## src/rtl/csr_pkg.sv

```systemverilog
// Shared definitions for the machine-mode CSR block: CSR addresses, csr_op
// encoding and mstatus bit positions.
package csr_pkg;

  localparam logic [11:0] CSR_MSTATUS = 12'h300;
  localparam logic [11:0] CSR_MTVEC   = 12'h305;
  localparam logic [11:0] CSR_MEPC    = 12'h341;
  localparam logic [11:0] CSR_MCAUSE  = 12'h342;

  typedef enum logic [1:0] {
    CSR_OP_NONE = 2'b00,
    CSR_OP_RW   = 2'b01,
    CSR_OP_RS   = 2'b10,
    CSR_OP_RC   = 2'b11
  } csr_op_e;

  localparam int MSTATUS_MIE    = 3;
  localparam int MSTATUS_MPIE   = 7;
  localparam int MSTATUS_MPP_LO = 11;
  localparam int MSTATUS_MPP_HI = 12;

  // The core only implements machine mode, so MPP always returns to M.
  localparam logic [1:0] PRIV_M = 2'b11;

  function automatic logic csr_addr_legal(input logic [11:0] addr);
    return (addr == CSR_MSTATUS) || (addr == CSR_MTVEC) ||
           (addr == CSR_MEPC)    || (addr == CSR_MCAUSE);
  endfunction

endpackage

```

## src/rtl/csr_if.sv

```systemverilog
// Instruction-side bundle between the core datapath and the CSR block.
// There is no valid/ready handshake: every field is sampled at each rising
// edge, csr_op == NONE / ecall_en == 0 / mret_en == 0 mean "idle", and the
// read-back outputs are combinational from the current CSR state.
interface csr_if #(
  parameter int XLEN = 32
);

  logic [1:0]      csr_op;
  logic [11:0]     csr_addr;
  logic [XLEN-1:0] src_data;
  logic [XLEN-1:0] pc;
  logic            ecall_en;
  logic [XLEN-1:0] ecall_no;
  logic            mret_en;
  logic [XLEN-1:0] csr_rdata;
  logic            csr_illegal;
  logic [XLEN-1:0] mtvec;
  logic [XLEN-1:0] mepc;

  modport master (
    output csr_op, csr_addr, src_data, pc, ecall_en, ecall_no, mret_en,
    input  csr_rdata, csr_illegal, mtvec, mepc
  );

  modport slave (
    input  csr_op, csr_addr, src_data, pc, ecall_en, ecall_no, mret_en,
    output csr_rdata, csr_illegal, mtvec, mepc
  );

endinterface

```

## src/rtl/csr_rstn_sync.sv

```systemverilog
// Two-flop reset synchronizer: asserts asynchronously, releases two rising
// clock edges after rstn_async goes high.
module csr_rstn_sync (
  input  logic clk,
  input  logic rstn_async,
  output logic rstn_sync
);

  logic meta_q;
  logic sync_q;

  always_ff @(posedge clk or negedge rstn_async) begin
    if (!rstn_async) begin
      meta_q <= 1'b0;
      sync_q <= 1'b0;
    end else begin
      meta_q <= 1'b1;
      sync_q <= meta_q;
    end
  end

  assign rstn_sync = sync_q;

endmodule

```

## src/rtl/csr_unit.sv

```systemverilog
// Machine-mode CSR block (mstatus, mtvec, mepc, mcause) with csrrw/rs/rc,
// ecall trap entry and mret. Define CSR_RSTN_SYNC_EN to synchronize rstn release.
module csr_unit
  import csr_pkg::*;
#(
  parameter int              XLEN        = 32,
  parameter logic [XLEN-1:0] MSTATUS_RST = XLEN'(32'h0000_1800)
) (
  input logic  clk,
  input logic  rstn,
  csr_if.slave bus
);

  logic rst_core_n;

`ifdef CSR_RSTN_SYNC_EN
  csr_rstn_sync u_rstn_sync (
    .clk        (clk),
    .rstn_async (rstn),
    .rstn_sync  (rst_core_n)
  );
`else
  assign rst_core_n = rstn;
`endif

  logic [XLEN-1:0] mstatus_q, mtvec_q, mepc_q, mcause_q;
  logic [XLEN-1:0] mstatus_d, mtvec_d, mepc_d, mcause_d;
  logic [XLEN-1:0] old_val;
  logic [XLEN-1:0] new_val;
  logic            addr_legal;
  logic            wr_en;
  csr_op_e         op;

  assign op         = csr_op_e'(bus.csr_op);
  assign addr_legal = csr_addr_legal(bus.csr_addr);
  // An ecall in the same cycle swallows the CSR write entirely.
  assign wr_en      = (op != CSR_OP_NONE) && addr_legal && !bus.ecall_en;

  always_comb begin
    old_val = '0;
    case (bus.csr_addr)
      CSR_MSTATUS: old_val = mstatus_q;
      CSR_MTVEC:   old_val = mtvec_q;
      CSR_MEPC:    old_val = mepc_q;
      CSR_MCAUSE:  old_val = mcause_q;
      default:     old_val = '0;
    endcase
  end

  always_comb begin
    new_val = old_val;
    case (op)
      CSR_OP_RW: new_val = bus.src_data;
      CSR_OP_RS: new_val = old_val | bus.src_data;
      CSR_OP_RC: new_val = old_val & ~bus.src_data;
      default:   new_val = old_val;
    endcase
  end

  always_comb begin
    mstatus_d = mstatus_q;
    mtvec_d   = mtvec_q;
    mepc_d    = mepc_q;
    mcause_d  = mcause_q;

    if (bus.ecall_en) begin
      mepc_d                                   = bus.pc & ~XLEN'(3);
      mcause_d                                 = bus.ecall_no;
      mstatus_d[MSTATUS_MPIE]                  = mstatus_q[MSTATUS_MIE];
      mstatus_d[MSTATUS_MIE]                   = 1'b0;
      mstatus_d[MSTATUS_MPP_HI:MSTATUS_MPP_LO] = PRIV_M;
    end else begin
      if (wr_en) begin
        case (bus.csr_addr)
          CSR_MSTATUS: mstatus_d = new_val;
          CSR_MTVEC:   mtvec_d   = {new_val[XLEN-1:2], 2'b00};
          CSR_MEPC:    mepc_d    = {new_val[XLEN-1:2], 2'b00};
          CSR_MCAUSE:  mcause_d  = new_val;
          default:     mcause_d  = mcause_q;
        endcase
      end
      // mret overrides only the interrupt-stack fields; a concurrent mstatus
      // write still lands in every other bit.
      if (bus.mret_en) begin
        mstatus_d[MSTATUS_MIE]                   = mstatus_q[MSTATUS_MPIE];
        mstatus_d[MSTATUS_MPIE]                  = 1'b1;
        mstatus_d[MSTATUS_MPP_HI:MSTATUS_MPP_LO] = PRIV_M;
      end
    end
  end

  always_ff @(posedge clk or negedge rst_core_n) begin
    if (!rst_core_n) begin
      mstatus_q <= MSTATUS_RST;
      mtvec_q   <= '0;
      mepc_q    <= '0;
      mcause_q  <= '0;
    end else begin
      mstatus_q <= mstatus_d;
      mtvec_q   <= mtvec_d;
      mepc_q    <= mepc_d;
      mcause_q  <= mcause_d;
    end
  end

  assign bus.csr_rdata   = old_val;
  assign bus.csr_illegal = (op != CSR_OP_NONE) && !addr_legal;
  assign bus.mtvec       = mtvec_q;
  assign bus.mepc        = mepc_q;

endmodule

```

## src/flat_wrapper.sv

```systemverilog
// flat-port wrapper written by rule: the top's interface ports become plain ports
module csr_unit_flat import csr_pkg::*;
#(
  parameter int              XLEN        = 32,
  parameter logic [XLEN-1:0] MSTATUS_RST = XLEN'(32'h0000_1800)
)
  (clk, rstn, bus_csr_op, bus_csr_addr, bus_src_data, bus_pc, bus_ecall_en, bus_ecall_no, bus_mret_en, bus_csr_rdata, bus_csr_illegal, bus_mtvec, bus_mepc);
  csr_if #(.XLEN(XLEN)) bus_i ();
  input logic clk;
  input logic rstn;
  input wire logic [$bits(bus_i.csr_op)-1:0] bus_csr_op;
  input wire logic [$bits(bus_i.csr_addr)-1:0] bus_csr_addr;
  input wire logic [$bits(bus_i.src_data)-1:0] bus_src_data;
  input wire logic [$bits(bus_i.pc)-1:0] bus_pc;
  input wire logic [$bits(bus_i.ecall_en)-1:0] bus_ecall_en;
  input wire logic [$bits(bus_i.ecall_no)-1:0] bus_ecall_no;
  input wire logic [$bits(bus_i.mret_en)-1:0] bus_mret_en;
  output wire logic [$bits(bus_i.csr_rdata)-1:0] bus_csr_rdata;
  output wire logic [$bits(bus_i.csr_illegal)-1:0] bus_csr_illegal;
  output wire logic [$bits(bus_i.mtvec)-1:0] bus_mtvec;
  output wire logic [$bits(bus_i.mepc)-1:0] bus_mepc;
  assign bus_i.csr_op = bus_csr_op;
  assign bus_i.csr_addr = bus_csr_addr;
  assign bus_i.src_data = bus_src_data;
  assign bus_i.pc = bus_pc;
  assign bus_i.ecall_en = bus_ecall_en;
  assign bus_i.ecall_no = bus_ecall_no;
  assign bus_i.mret_en = bus_mret_en;
  assign bus_csr_rdata = bus_i.csr_rdata;
  assign bus_csr_illegal = bus_i.csr_illegal;
  assign bus_mtvec = bus_i.mtvec;
  assign bus_mepc = bus_i.mepc;
  csr_unit #(.XLEN(XLEN), .MSTATUS_RST(MSTATUS_RST)) u_core (.clk(clk), .rstn(rstn), .bus(bus_i));
endmodule
```

## config.mk

```make
export PLATFORM = sky130hd
export DESIGN_NAME = csr_unit_flat
export DESIGN_NICKNAME = d
export VERILOG_FILES = /design/src/rtl/csr_pkg.sv /design/src/rtl/csr_if.sv /design/src/rtl/csr_rstn_sync.sv /design/src/rtl/csr_unit.sv /design/src/flat_wrapper.sv
export SDC_FILE = /design/constraint.sdc
export NUM_CORES = 1
export LEC_CHECK = 0
export CORE_ASPECT_RATIO = 1.2
export CORE_MARGIN = 2
export CORE_UTILIZATION = 35
export CTS_BUF_LIST = sky130_fd_sc_hd__clkbuf_4
export CTS_CLUSTER_SIZE = 14
export DETAILED_ROUTE_END_ITERATION = 10
export SYNTH_ARGS = -nofsm -noshare
export SYNTH_HDL_FRONTEND = slang
export SYNTH_SLANG_ARGS = --single-unit
```

## constraint.sdc

```tcl
create_clock -name clk -period 3.9 [get_ports clk]
set_input_delay 0.39 -clock clk [delete_from_list [all_inputs] [get_ports clk]]
set_output_delay 0.39 -clock clk [all_outputs]
set_load 0.02 [all_outputs]
```

==> results of run 1 <==
## metrics by stage
| stage | utilization [%] | power, mW | hold slack (ns) | setup WS [ns] | instance area [um^2] |
|---|---|---|---|---|---|
| after detailed placement | 45.2 | 2.06 | 0.466 | 0.469 | 11100 |
| final | 46.2 | 2.85 | 0.382 | 0.434 | 11400 |
| after global routing | 46.2 | 2.98 | 0.358 | 0.342 | 11400 |
| after global placement | 45.2 | 2.06 | 0.461 | 0.466 | 11100 |
| after floorplan | - | 1.72 | 0.0944 | 1.68 | 8700 |
| after CTS | 46.2 | 2.87 | 0.347 | 0.456 | 11400 |
## synth_stat cells, types with 24 or more instances
cell type	n	area share (%)
sky130_fd_sc_hd__and2_1	32	2.3
sky130_fd_sc_hd__and3b_1	49	4.9
sky130_fd_sc_hd__o21ai_0	133	7.7
sky130_fd_sc_hd__nand2_1	40	1.7
sky130_fd_sc_hd__mux2_2	30	3.9
sky130_fd_sc_hd__and3_1	24	1.7
sky130_fd_sc_hd__nand3_1	35	2.0
sky130_fd_sc_hd__nor2b_1	27	1.9
sky130_fd_sc_hd__clkbuf_1	66	2.9
sky130_fd_sc_hd__a21oi_1	65	3.7
sky130_fd_sc_hd__inv_1	26	1.1
sky130_fd_sc_hd__dfrtp_1	122	35
sky130_fd_sc_hd__xnor2_1	24	2.4
## power by group through the flow
stage               Combinational, mW  Sequential [mW]  Clock (mW)
finish                          0.648             1.39       0.813
global route                    0.701             1.40       0.879
CTS                             0.648             1.39       0.829
detailed placement              0.645             1.42           0
global placement                0.639             1.42           0
floorplan                       0.286             1.44           0
## logic make-up (layout without fill, tap and decap cells)
logic type	count (synthesis)	in the layout	synth area share, %
flip-flops	124	124	35.7
other	1	7	0.0432
AND/OR/NAND/NOR	316	316	23.2
buffers and inverters	117	311	5.70
AO/OA/AOI/OAI	368	368	27.2
XOR/XNOR	24	24	2.42
multiplexers	46	46	5.73
## flip-flops by register name, summed over array words and instances, names as in the netlist
register	cells
u_core.mcause_q	32
u_core.mstatus_q	32
u_core.bus.mepc	30
u_core.bus.mtvec	30
## worst max-delay path by stage
| stage | cells after the start | from | slack, ns | to |
|---|---|---|---|---|
| after global placement | 6 | bus_csr_addr[6] | 0.47 | bus_csr_rdata[7] |
| after detailed placement | 6 | bus_csr_addr[6] | 0.47 | bus_csr_rdata[7] |
| after floorplan | 6 | bus_csr_addr[10] | 1.68 | bus_csr_illegal |
| after global routing | 6 | bus_csr_addr[1] | 0.34 | bus_csr_rdata[30] |
| after CTS | 6 | bus_csr_addr[6] | 0.46 | bus_csr_rdata[7] |
| final | 6 | bus_csr_addr[6] | 0.43 | bus_csr_rdata[6] |
## area by class of cell
class                           count  area (um^2)
Clock inverter                     13         77.6
Tap cell                          325          407
Inverter                           26         97.6
Clock buffer                       19          143
Timing Repair Buffer              253         2420
Sequential cell                   124         3110
Antenna cell                        3         7.51
Fill cell                        2443        13200
Multi-Input combinational cell    758         5110
## per-layer routing
| metal | vias to the layer above | share of wire, % |
|---|---|---|
| li1 | 4097 | - |
| met4 | 0 | 3.8 |
| met3 | 61 | 7.5 |
| met5 | - | 0 |
| met1 | 4331 | 40 |
| met2 | 397 | 48 |
## worst register-to-register path, cell delays in order, from the launching register on
cell,delay [ns]
sky130_fd_sc_hd__dfrtp_1,0.42
sky130_fd_sc_hd__and3b_1,0.18
sky130_fd_sc_hd__o21ai_1,0.12
sky130_fd_sc_hd__a2111oi_0,0.78
sky130_fd_sc_hd__o21ai_0,0.24
sky130_fd_sc_hd__a21oi_1,0.19
## repair_timing
action | 4_1_cts | 5_1_grt
resized for setup | 0 | 0
hold endpoints to repair | 65 | 0
hold buffers | 1 | 0
==> insert_results.sql, run 1 <==
INSERT INTO impl_metrics (metric_group, metric, value, unit) VALUES
('synth', 'postSynthCellCount', '996', ''),
('placement', 'place_inst', '1485', ''),
('grt', 'groute.layer.met3.usage', '6.18', '%'),
('power_and_ir_drop', 'p_switching', '958', 'uW'),
('final_layout', 'syn2layout_area_growth', '30.8', '%'),
('grt', 'grt_overflow_total', '0', ''),
('power_and_ir_drop', 'power_switching_share', '33.6', '%'),
('final_layout', 'most-common-layout-cells', 'sky130_fd_sc_hd__clkdlybuf4s50_1, sky130_fd_sc_hd__o21ai_0, sky130_fd_sc_hd__dfrtp_1, sky130_fd_sc_hd__a21oi_1, sky130_fd_sc_hd__and3b_1', ''),
('timing', 'timing_worst_slew_pin_value', '1.18', 'ns'),
('setup_path', 'crit_path_start_kind', 'input pin', ''),
('power_and_ir_drop', 'power_density', '251', 'mW/mm^2'),
('grt', 'grt_max_degree', '69', ''),
('die', 'top_ports', '211', ''),
('setup_path', 'worstPathBufferInverterCount', '3', ''),
('grt', 'global_route.peak_usage_layer', 'met2', ''),
('final_layout', 'most_frequent_standard_cell_in_the_layout_excluding_fill_and_tap_cells', 'sky130_fd_sc_hd__clkdlybuf4s50_1', ''),
('clocking', 'tritoncts', 'built', ''),
('grt', 'grt.total_usage', '26.5', '%'),
('detailed_routing', 'ant_nets', '0', ''),
('placement', 'place.gp.congestion', '0.943', ''),
('clocking', 'h-tree-depth', '4', ''),
('setup_path', 'crit_fanout', '28', ''),
('setup_path', 'timing.rr.end', 'u_core.bus.mepc[23]', ''),
('detailed_routing', 'via_count', '8886', ''),
('setup_path', 'worstSetupEndpointType', 'primary output', ''),
('worst_hold_path', 'worstHoldPathCells', '3', ''),
('timing', 'period_utilization', '88.9', '%'),
('detailed_routing', 'post_drt_via_cell_ratio', '5.84', ''),
('final_layout', 'post_route_cells_drive_above_1_share', '11.2', '%'),
('timing', 'fin_skew', '0.0252', 'ns'),
('die', 'number_of_rows_created_at_floorplan', '63', ''),
('setup_path', 'critPathMaxStageDelay', '0.65', 'ns'),
('synth', 'synth_top_flop_cell', 'sky130_fd_sc_hd__dfrtp_1', ''),
('detailed_routing', 'drt_first_pass_iters', '7', ''),
('setup_path', 'r2r_slack', '1.90', 'ns'),
('grt', 'antenna_violations_before_repair', '2', ''),
('worst_hold_path', 'hold-path-endpoint', 'u_core.bus.mepc[14]', ''),
('setup_path', 'worst-r2r-cell-count', '5', ''),
('clocking', 'clock-sinks', '124', ''),
('grt', 'use_met2', '44.8', '%'),
('power_and_ir_drop', 'power.sequential.fraction', '48.8', '%'),
('synth', 'number_of_flops_mapped_to_enable_cells_by_yosys', '0', ''),
('status', 'run_status', 'finished clean', ''),
('synth', 'yosysSeqAreaShare', '35.7', '%'),
('timing', 'timing.final.max_slew_violations', '0', ''),
('die', 'die-width', '148', 'um'),
('grt', 'grt_pass1_wl', '52700', 'um'),
('detailed_routing', 'wirelength', '34700', 'um'),
('timing', 'finalHoldViolCount', '0', ''),
('worst_hold_path', 'min-delay-start', 'bus_pc[14]', ''),
('power_and_ir_drop', 'clock_power_share', '28.5', '%'),
('setup_path', 'critPathMostFrequentCell', 'sky130_fd_sc_hd__clkdlybuf4s50_1', ''),
('setup_path', 'cp.required', '3.51', 'ns'),
('synth', 'synth_cell_types', '63', ''),
('grt', 'global_route.usage.met1', '32.6', '%'),
('power_and_ir_drop', 'comb_power_share', '22.7', '%'),
('detailed_routing', 'routedWlPerCell', '22.8', 'um'),
('synth', 'netlist_area', '0.00869', 'mm^2'),
('clocking', 'clk_root_buffer_cell', 'sky130_fd_sc_hd__clkbuf_4', ''),
('timing', 'fin_setup_tns', '0', 'ns'),
('power_and_ir_drop', 'internal-power', '1.90', 'mW'),
('setup_path', 'critical_path.reg2reg.startpoint', 'u_core.bus.mepc[23]', ''),
('synth', 'synthesis_stage_register_bit_count', '124', ''),
('timing', 'period_needed', '3.47', 'ns'),
('setup_path', 'crit_path_cell_trace', 'clkdlybuf4s50_1 > nor3b_4 > buf_4 > o21ai_0 > a21oi_1 > clkdlybuf4s50_1', ''),
('clocking', 'cts_inserted_buffers', '17', ''),
('detailed_routing', 'drc_errors', '0', ''),
('setup_path', 'setup.worst_path.class', 'in2out', ''),
('clocking', 'ctsLongestPathBuffers', '2', ''),
('synth', 'async_flop_share', '100', '%'),
('timing', 'rsz_0062_raised_after_global_routing', 'no', '');
Power figures use the tool's default switching activity.
==> run 2, diff against run 1 <==
--- a/config.mk
+++ b/config.mk
@@ -7,10 +7,12 @@
 export LEC_CHECK = 0
 export CORE_ASPECT_RATIO = 1.2
 export CORE_MARGIN = 2
-export CORE_UTILIZATION = 35
+export CORE_UTILIZATION = 56
 export CTS_BUF_LIST = sky130_fd_sc_hd__clkbuf_4
 export CTS_CLUSTER_SIZE = 14
 export DETAILED_ROUTE_END_ITERATION = 10
+export PLACE_DENSITY = 0.89
 export SYNTH_ARGS = -nofsm -noshare
 export SYNTH_HDL_FRONTEND = slang
 export SYNTH_SLANG_ARGS = --single-unit
+export TNS_END_PERCENT = 50
==> insert_results.sql, run 2 (synthesis results as in run 1) <==
INSERT INTO impl_metrics (metric_group, metric, value, unit) VALUES
('final_layout', 'post_route_cells_drive_above_1_share', '10.7', '%'),
('timing', 'finalHoldViolCount', '0', ''),
('setup_path', 'r2r_slack', '1.55', 'ns'),
('flow_run', 'drv_cap', '0', ''),
('clocking', 'clk_latency', '0.57', 'ns'),
('clocking', 'clock-sinks', '124', ''),
('power_and_ir_drop', 'vdd_drop_max', '0.000215', 'V'),
('setup_path', 'crit_path_start_kind', 'input pin', ''),
('power_and_ir_drop', 'power_density', '276', 'mW/mm^2'),
('die', 'top_ports', '211', ''),
('placement', 'place.gp.congestion', '1.03', ''),
('grt', 'antenna_violations_before_repair', '1', ''),
('detailed_routing', 'wirelength', '32300', 'um'),
('detailed_routing', 'ant_nets', '0', ''),
('die', 'fp.dieArea', '0.0165', 'mm^2'),
('detailed_routing', 'via_count', '9429', ''),
('clocking', 'clk_root_buffer_cell', 'sky130_fd_sc_hd__clkbuf_4', ''),
('setup_path', 'critical_path.top_delay_family', 'buffers and inverters', ''),
('clocking', 'clkTransAtPathRegs', '0.12', 'ns'),
('final_layout', 'largestRegisters', 'u_core.mcause_q x32, u_core.mstatus_q x32', ''),
('die', 'design.core.area', '0.0151', 'mm^2'),
('grt', 'grt_pass1_wl', '50500', 'um'),
('grt', 'vias_in_the_first_global_route', '9218', ''),
('setup_path', 'crit_path_cell_trace', 'clkdlybuf4s50_1 > buf_4 > and3b_1 > o21ai_0 > a21oi_1 > clkdlybuf4s50_1', ''),
('setup_path', 'worstSetupEndpointType', 'primary output', ''),
('die', 'die_height', '140', 'um'),
('setup_path', 'cp.required', '3.51', 'ns'),
('timing', 'slew-limit-headroom', '17.3', '%'),
('placement', 'placement.setup.worst_slack', '0.593', 'ns'),
('power_and_ir_drop', 'static-leakage-power', '4.67', 'nW'),
('final_layout', 'fillerInstances', '1122', ''),
('timing', 'timing_worst_slew_pin_value', '1.21', 'ns'),
('detailed_routing', 'drt_first_pass_iters', '5', ''),
('setup_path', 'critPathMostFrequentCell', 'sky130_fd_sc_hd__clkdlybuf4s50_1', ''),
('timing', 'fin_skew', '0.0138', 'ns'),
('timing', 'fin_setup_tns', '0', 'ns'),
('final_layout', 'finalCoreUtilization', '74.7', '%'),
('die', 'number_of_rows_created_at_floorplan', '49', ''),
('setup_path', 'worstPathBufferInverterCount', '3', ''),
('setup_path', 'setup.worst_path.class', 'in2out', ''),
('placement', 'dp_hpwl', '22700', 'um'),
('final_layout', 'most-common-layout-cells', 'sky130_fd_sc_hd__clkdlybuf4s50_1, sky130_fd_sc_hd__o21ai_0, sky130_fd_sc_hd__dfrtp_1, sky130_fd_sc_hd__a21oi_1, sky130_fd_sc_hd__and3b_1', ''),
('grt', 'grt_max_degree', '80', ''),
('detailed_routing', 'drtIter0Drc', '1157', ''),
('status', 'run_status', 'finished clean', ''),
('final_layout', 'finalNetCount', '1285', ''),
('placement', 'placement.io_buffers', '204', ''),
('timing', 'final-setup-viol-count', '0', ''),
('timing', 'rsz_0062_raised_after_global_routing', 'no', ''),
('detailed_routing', 'drc_errors', '0', ''),
('setup_path', 'critPathMaxStageDelay', '0.77', 'ns'),
('clocking', 'h-tree-depth', '4', ''),
('worst_hold_path', 'hp-class', 'in2reg', ''),
('final_layout', 'syn2layout_area_growth', '29.7', '%'),
('final_layout', 'most_frequent_standard_cell_in_the_layout_excluding_fill_and_tap_cells', 'sky130_fd_sc_hd__clkdlybuf4s50_1', ''),
('clocking', 'cts_inserted_buffers', '17', ''),
('clocking', 'tritoncts', 'built', ''),
('timing', 'fmax', '283', 'MHz'),
('grt', 'grt_overflow_total', '0', ''),
('detailed_routing', 'post_drt_via_cell_ratio', '6.79', ''),
('detailed_routing', 'routedWlPerCell', '23.2', 'um'),
('setup_path', 'slowest_cp_cell', 'sky130_fd_sc_hd__o21ai_0', ''),
('timing', 'period_utilization', '90.5', '%'),
('setup_path', 'crit_fanout', '40', ''),
('timing', 'period_needed', '3.53', 'ns'),
('placement', 'postPlaceCellArea', '0.0109', 'mm^2'),
('clocking', 'ctsLongestPathBuffers', '2', ''),
('timing', 'setup_ws', '0.370', 'ns'),
('setup_path', 'cp_data_arrival_time', '3.14', 'ns'),
('die', 'die-width', '118', 'um'),
('clocking', 'ctsResizeCount', '0', ''),
('grt', 'grt.total_usage', '39.0', '%'),
('final_layout', 'final_area', '0.0113', 'mm^2'),
('timing', 'timing.final.max_slew_violations', '0', ''),
('die', 'initial_utilization', '57.6', '%'),
('power_and_ir_drop', 'totalPowerFinal', '3.11', 'mW');
## run 2: changes by cell type in the layout (fill, tap and decap cells not counted), moves of 2 or more
cell	change
sky130_fd_sc_hd__clkinv_4	+3
sky130_fd_sc_hd__clkinv_1	-3
sky130_fd_sc_hd__diode_2	-2
sky130_fd_sc_hd__buf_4	-10
sky130_fd_sc_hd__clkinv_2	-2
sky130_fd_sc_hd__bufinv_16	+4
## run 2: final timing paths
kind	from	end	depth (start not counted)
max	bus_csr_addr[1]	bus_csr_rdata[16]	6
min	bus_ecall_en	u_core.mstatus_q[7]	2
max reg2reg	u_core.bus.mepc[15]	u_core.bus.mepc[15]	5
min reg2reg	u_core.mcause_q[19]	u_core.mcause_q[19]	2
max in group asynchronous	rstn	u_core.bus.mtvec[8]	3
min in group asynchronous	rstn	u_core.mstatus_q[0]	2
## run 2: per-stage QoR
| stage | hold WS, ns | cells |
|---|---|---|
| CTS | 0.355 | 1388 |
| floorplan | 0.0944 | 999 |
| global placement | 0.458 | 1355 |
| finish | 0.370 | 1389 |
| global route | 0.403 | 1389 |
| detailed placement | 0.466 | 1355 |
## run 2: where the power goes
group / internal [mW] / switching, mW
registers: 1.35 / 0.0460
clock network: 0.516 / 0.551
logic: 0.293 / 0.353
## run 2: layout make-up
class	instances	area [um^2]	share of cell area [%]
flip-flops and latches	124	3110	27.6
inverters	26	97.6	0.866
repair buffers	244	2370	21.0
clock buffers	18	135	1.20
diodes	1	2.50	0.0222
multi-input cells	758	5110	45.4
clock inverters	14	195	1.73
well taps	204	255	2.26
## run 2: what timing repair did
| action | 4_1_cts | 5_1_grt |
|---|---|---|
| hold endpoints to repair | 31 | 0 |
| setup buffers | 0 | 0 |
| hold buffers | 1 | 0 |
## run 2: worst reg2reg max path, stage by stage, from the launching register on
cell	delay [ns]
sky130_fd_sc_hd__dfrtp_1	0.40
sky130_fd_sc_hd__and3b_1	0.16
sky130_fd_sc_hd__o21ai_0	0.23
sky130_fd_sc_hd__a2111oi_0	1.09
sky130_fd_sc_hd__o21ai_0	0.22
sky130_fd_sc_hd__a21oi_1	0.18
## run 2: routing by layer
| metal | wire length (um) | GRT usage, % | up-vias |
|---|---|---|---|
| met5 | 0 | 0 | - |
| met4 | 2340 | 26.6 | 0 |
| met3 | 3320 | 8.43 | 150 |
| met2 | 15200 | 63.8 | 676 |
| met1 | 11400 | 46.1 | 4520 |
| li1 | - | - | 4083 |
